<file path="src/rtl/wb_arbiter.sv">
// wb_arbiter: write-back arbiter that shares a single register-file write
// port between N execution units (alu, fpu, imm, jump, mov).
//
// A round-robin search picks at most one valid requester per cycle. The
// winner's address, data and stamp are registered and presented on the
// register-file port one cycle later. In that same cycle, the stamp is
// reported so the conveyor can release the slot.
//
// Ports:
//   clk, reset      - clock and synchronous active-high reset
//   stop            - pipeline stop; blocks new grants, freezes the pointer
//   req_valid       - per-unit write request
//   req_addr_flat   - per-unit register address, unit i at [i*AW +: AW]
//   req_data_flat   - per-unit write data,       unit i at [i*DW +: DW]
//   req_stamp_flat  - per-unit conveyor stamp,   unit i at [i*SW +: SW]
//   req_ready       - one-hot combinational grant
//   reg_search_in   - register-file write address
//   reg_in          - register-file write data
//   reg_in_start    - register-file write enable (one pulse per write)
//   done_stamp      - stamp of the instruction being written
//   done_in         - stamp valid, identical to reg_in_start
//   grant_idx       - unit written this cycle, 0 when idle
//   conflict_cnt    - saturating count of cycles with two or more requests
module wb_arbiter #(
   parameter int N  = 5,
   parameter int AW = 5,
   parameter int DW = 32,
   parameter int SW = 3
) (
   input  logic            clk,
   input  logic            reset,
   input  logic            stop,
   input  logic [N-1:0]    req_valid,
   input  logic [N*AW-1:0] req_addr_flat,
   input  logic [N*DW-1:0] req_data_flat,
   input  logic [N*SW-1:0] req_stamp_flat,
   output logic [N-1:0]    req_ready,
   output logic [AW-1:0]   reg_search_in,
   output logic [DW-1:0]   reg_in,
   output logic            reg_in_start,
   output logic [SW-1:0]   done_stamp,
   output logic            done_in,
   output logic [2:0]      grant_idx,
   output logic [15:0]     conflict_cnt
);

   logic [2:0]    ptr_q, ptr_d;
   logic [AW-1:0] addr_q, addr_d;
   logic [DW-1:0] data_q, data_d;
   logic [SW-1:0] stamp_q, stamp_d;
   logic          start_q, start_d;
   logic [2:0]    idx_q, idx_d;
   logic [15:0]   cnt_q, cnt_d;

   logic          grant_hit;
   logic [2:0]    grant_sel;

   // Round-robin search: first look at indices at or above the pointer,
   // then wrap around to the low indices if nothing was found there.
   always_comb begin
      grant_hit = 1'b0;
      grant_sel = '0;
      if (!reset && !stop) begin
         for (int i = 0; i < N; i++) begin
            if (!grant_hit && req_valid[i] && (i >= int'(ptr_q))) begin
               grant_hit = 1'b1;
               grant_sel = 3'(i);
            end
         end
         for (int i = 0; i < N; i++) begin
            if (!grant_hit && req_valid[i]) begin
               grant_hit = 1'b1;
               grant_sel = 3'(i);
            end
         end
      end
   end

   always_comb begin
      for (int i = 0; i < N; i++) begin
         req_ready[i] = grant_hit && (grant_sel == 3'(i));
      end
   end

   // Capture the winner for the output stage. The pointer moves past the
   // winner only on a transfer, so stop or an idle cycle leaves it in place.
   // Address, data and stamp keep their last values when nothing is written.
   always_comb begin
      ptr_d   = ptr_q;
      addr_d  = addr_q;
      data_d  = data_q;
      stamp_d = stamp_q;
      start_d = 1'b0;
      idx_d   = '0;
      if (grant_hit) begin
         start_d = 1'b1;
         idx_d   = grant_sel;
         ptr_d   = (grant_sel == 3'(N - 1)) ? 3'd0 : grant_sel + 3'd1;
         for (int i = 0; i < N; i++) begin
            if (grant_sel == 3'(i)) begin
               addr_d  = req_addr_flat[i*AW +: AW];
               data_d  = req_data_flat[i*DW +: DW];
               stamp_d = req_stamp_flat[i*SW +: SW];
            end
         end
      end
   end

   // Contention counter, independent of stop, saturating at all-ones.
   always_comb begin
      cnt_d = cnt_q;
      if (($countones(req_valid) >= 2) && (cnt_q != 16'hFFFF)) begin
         cnt_d = cnt_q + 16'd1;
      end
   end

   always_ff @(posedge clk) begin
      if (reset) begin
         ptr_q   <= '0;
         addr_q  <= '0;
         data_q  <= '0;
         stamp_q <= '0;
         start_q <= 1'b0;
         idx_q   <= '0;
         cnt_q   <= '0;
      end else begin
         ptr_q   <= ptr_d;
         addr_q  <= addr_d;
         data_q  <= data_d;
         stamp_q <= stamp_d;
         start_q <= start_d;
         idx_q   <= idx_d;
         cnt_q   <= cnt_d;
      end
   end

   assign reg_search_in = addr_q;
   assign reg_in        = data_q;
   assign reg_in_start  = start_q;
   assign done_stamp    = stamp_q;
   assign done_in       = start_q;
   assign grant_idx     = idx_q;
   assign conflict_cnt  = cnt_q;

endmodule

</file>
<file path="config.mk">
export PLATFORM = sky130hd
export DESIGN_NAME = wb_arbiter
export DESIGN_NICKNAME = d
export VERILOG_FILES = /design/src/rtl/wb_arbiter.sv
export SDC_FILE = /design/constraint.sdc
export NUM_CORES = 1
export LEC_CHECK = 0
export CAP_MARGIN = 40
export CORE_UTILIZATION = 38
export DETAILED_ROUTE_END_ITERATION = 7
export PLACE_DENSITY = 0.83
export SYNTH_ARGS = -nofsm -noshare
export SYNTH_HDL_FRONTEND = slang
export SYNTH_SLANG_ARGS = --single-unit
</file>
<file path="constraint.sdc">
create_clock -name clk -period 3.6 [get_ports clk]
set_input_delay 0.54 -clock clk [delete_from_list [all_inputs] [get_ports clk]]
set_output_delay 0.54 -clock clk [all_outputs]
set_load 0.01 [all_outputs]
</file>
==> run_results.csv <==
group,metric,value,unit
die,io_pins,274,
power,power.net_switching,0.000595,W
setup_path,path_max_fanout,3,
route,drt_first_iter_violations,269,
die,floorplan.initialDensity,39.7,%
yosys,netlist-cell-type-count,49,
power,p_per_area,301,mW/mm^2
cts,cts_max_level,3,
job,timing.max_cap.violations,0,
cells_and_area,most_common_cell_after_layout_fill_and_taps_aside,"clkdlybuf4s50_1",
cts,clockRootBuffer,"clkbuf_16",
cells_and_area,design.final.nets,1036,
route,drt-total-wl,16.0,mm
power,power_frac_seq,33.7,%
cells_and_area,nFillCells,909,
cts,path_clk_slew,0.05,ns
timing,worst_hold_slack,0.531,ns
power,leakage_power_figure,3.01,nW
placement,port-buffer-count,273,
setup_path,startpoint_type,"input port",
die,core.rowCount,38,
timing,hold_violations,0,
timing,finalSetupViolations,0,
power,irDropWorstVdd,0.000195,V
hold_path,min_path_type,"reg -> reg",
route,remaining_drc_errors,0,
yosys,yosys.area.top_type,"dfxtp_1",
setup_path,timing.critical_path.arrival,2.95,ns
timing,tns,0,ns
setup_path,timing.critical_path.to,"req_ready[1]",
cells_and_area,multi_input_area,0.00272,mm^2
cts,clock_sinks,63,
timing,grt_setup_unrepaired,"no",
setup_path,timing.rr.end,"done_stamp[1]$_SDFFE_PP0P_",
cts,cts_max_path_buffers,2,
yosys,post_synth_inst_count,561,
global_routing,grt_util_met1,27.7,%
global_routing,overflow,0,
cells_and_area,design_area,0.00760,mm^2
global_routing,grt_pass1_wl,24.1,mm
placement,pre_cts_ws,-0.0456,ns
cells_and_area,synthToLayoutAreaGrowth,72.7,%
cells_and_area,seq_cell_area,0.00126,mm^2
power,total_power,0.00229,W
setup_path,timing.reg2reg.worst_path_depth,11,
timing,achievable-frequency,287,MHz
cts,cts.repair_timing.setup_buffer_count,0,
yosys,synth-seq-cells,63,
cts,cts_tree,"yes",
yosys,synth_area_per_cell,7.84,um^2
cts,cts_buffers,9,
setup_path,crit_path_end_kind,"primary output",
yosys,synthesis.yosys.warnings,0,
global_routing,grt_antenna_before_repair,1,
yosys,synth-edff-count,0,
die,fp.coreArea,0.0111,mm^2
timing,tightestPinTransition,0.856,ns
cells_and_area,highest_count_cells_in_the_layout_ignoring_fill_and_taps,"267 x clkdlybuf4s50_1, 89 x nand2_1, 85 x o21ai_0",
power,combinationalPowerShare,28.4,%
outcome,outcome,"finished clean",
yosys,synth_flop_cell,"dfxtp_1",
setup_path,setup_slack_reg_to_reg,0.59,ns
cells_and_area,drive_above_1_share,10.8,%
route,detailed_route_via_count,5083,
global_routing,groute.usage.overall,26.1,%
timing,timing.max_slew.rel_slack,43.0,%
yosys,synth_fp_nets,777,
setup_path,critical_path.startpoint,"req_valid[3]",
route,route.antenna.remaining_nets,0,
cts,clk_latency,0.32,ns
placement,placement.cell_area,0.00726,mm^2
route,post_drt_wl_per_cell,16.5,um
yosys,synth_top_area_share,28.7,%
timing,clock_skew,0.00689,ns
setup_path,worst-setup-path-type,"in -> out",
timing,post-route-worst-setup-slack,0.112,ns
timing,final_period_minus_worst_setup_slack,3.49,ns
power,p_clk_share,37.9,%
global_routing,gr-usage-met3,6.34,%
yosys,synth.yosys.seq_area_share,28.7,%
global_routing,grt_use_met2,48.5,%
setup_path,critical_path_required,3.06,ns
placement,gp_routability_congestion,0.903,
timing,layout_worst_path_cycle_share,96.9,%
global_routing,grt_max_degree,81,
die,fp.dieW,110,um
die,floorplan.die_area,0.0120,mm^2
global_routing,first_global_vias,5102,
setup_path,crit-reg2reg-launch,"ptr_q[1]$_SDFFE_PP0P_",
yosys,synth.top_cells.by_area,"dfxtp_1 29%, o21ai_0 9.7%, mux2i_1 9.6%",
power,power.internal,0.00169,W
power,swShare,26.0,%
route,route.detailed.vias_per_inst,5.26,
global_routing,grt.busiest_layer,"met2",
placement,half_perimeter_wire_length_after_detailed_placement,12.4,mm
route,drt_pass1_iterations,6,
timing,final_max_slew_viol_count,0,
yosys,syn-cell-area,0.00440,mm^2
die,die_height,110,um
yosys,synth-async-reset-ratio,0,%
[synthesized netlist by cell type, types with 2 or more instances]
master,instances
nand2_1,89
o21ai_0,85
dfxtp_1,63
inv_1,51
mux2i_1,42
a21oi_2,36
o221a_1,36
clkbuf_1,28
nor2_1,25
xor2_1,13
buf_2,10
a21oi_1,9
ha_1,7
nand4_1,6
and3_1,4
nand3_1,4
nor2b_1,4
o211ai_1,4
o221a_2,4
and2_1,3
and4_1,3
buf_1,3
buf_12,3
nor3_1,2
o2111ai_1,2
o21a_1,2
[worst max-delay path, stage by stage]
cell and delay [ns]:
clkdlybuf4s50_1 0.50, or2b_1 0.25, a221oi_2 0.24, a32oi_1 0.18, nor2b_1 0.19, buf_4 0.15, ha_2 0.17, inv_1 0.04
nor2_1 0.09, clkdlybuf4s50_1 0.60
[flip-flops by register name, indices dropped and copies added, names as in the netlist]
| name | count |
|---|---|
| reg_in | 32 |
| conflict_cnt | 16 |
| reg_search_in | 5 |
| done_stamp | 3 |
| grant_idx | 3 |
| ptr_q | 3 |
| done_in | 1 |
[cell families after synthesis]
family | after synthesis | synth area share (%)
DFF | 63 | 28.7
muxes | 43 | 9.81
buffers and inverters | 99 | 10.4
xor gates and xnor gates | 13 | 2.59
AOI/OAI and AO/OA | 188 | 31.4
and+or+nand+nor | 147 | 14.7
adders and majority gates | 8 | 2.45
[final cells by class]
| cell class | count | area share, % |
|---|---|---|
| Multi-Input combinational cell | 399 | 35.8 |
| Antenna cell | 1 | 0.0329 |
| Sequential cell | 63 | 16.6 |
| Clock buffer | 12 | 3.24 |
| Clock inverter | 4 | 0.593 |
| Tap cell | 140 | 2.31 |
| Timing Repair Buffer | 295 | 38.9 |
| Inverter | 52 | 2.57 |
[what timing repair did]
action,CTS,global route
cloned,0,0
hold buffers,0,0
setup endpoints to repair,1,4
gates resized for setup,2,8
pin swaps,0,1
[layer usage]
layer	wire (um)	vias to the layer above
met4	586	0
met5	0	-
met1	6170	2325
li1	-	2488
met2	8010	228
met3	1200	42
[how the worst min path moves through the flow]
stage,start,to,slack (ns),depth (start not counted)
after floorplan,ptr_q[1]$_SDFFE_PP0P_,ptr_q[1]$_SDFFE_PP0P_,0.51,2
after global placement,reg_in[8]$_SDFFE_PP0P_,reg_in[8]$_SDFFE_PP0P_,0.51,1
after detailed placement,reg_in[31]$_SDFFE_PP0P_,reg_in[31]$_SDFFE_PP0P_,0.52,1
after CTS,reg_in[4]$_SDFFE_PP0P_,reg_in[4]$_SDFFE_PP0P_,0.53,1
after global routing,reg_in[23]$_SDFFE_PP0P_,reg_in[23]$_SDFFE_PP0P_,0.55,1
final,done_stamp[2]$_SDFFE_PP0P_,done_stamp[2]$_SDFFE_PP0P_,0.53,1
[through the flow]
stage,cells,util (%)
4_1_cts,965,68.3
5_1_grt,966,68.6
2_1_floorplan,561,-
3_5_place_dp,949,65.6
6_report,966,68.6
3_3_place_gp,949,65.6
[power groups by stage]
stage | combinational, W | clock (W) | sequential (W)
after global placement | 0.000632 | 0 | 0.000782
after global routing | 0.000702 | 0.000914 | 0.000775
final | 0.000649 | 0.000866 | 0.000770
after detailed placement | 0.000647 | 0 | 0.000784
after CTS | 0.000651 | 0.000876 | 0.000770
after floorplan | 0.000235 | 0 | 0.000799
Note: power is estimated with default switching activity, not from simulation.
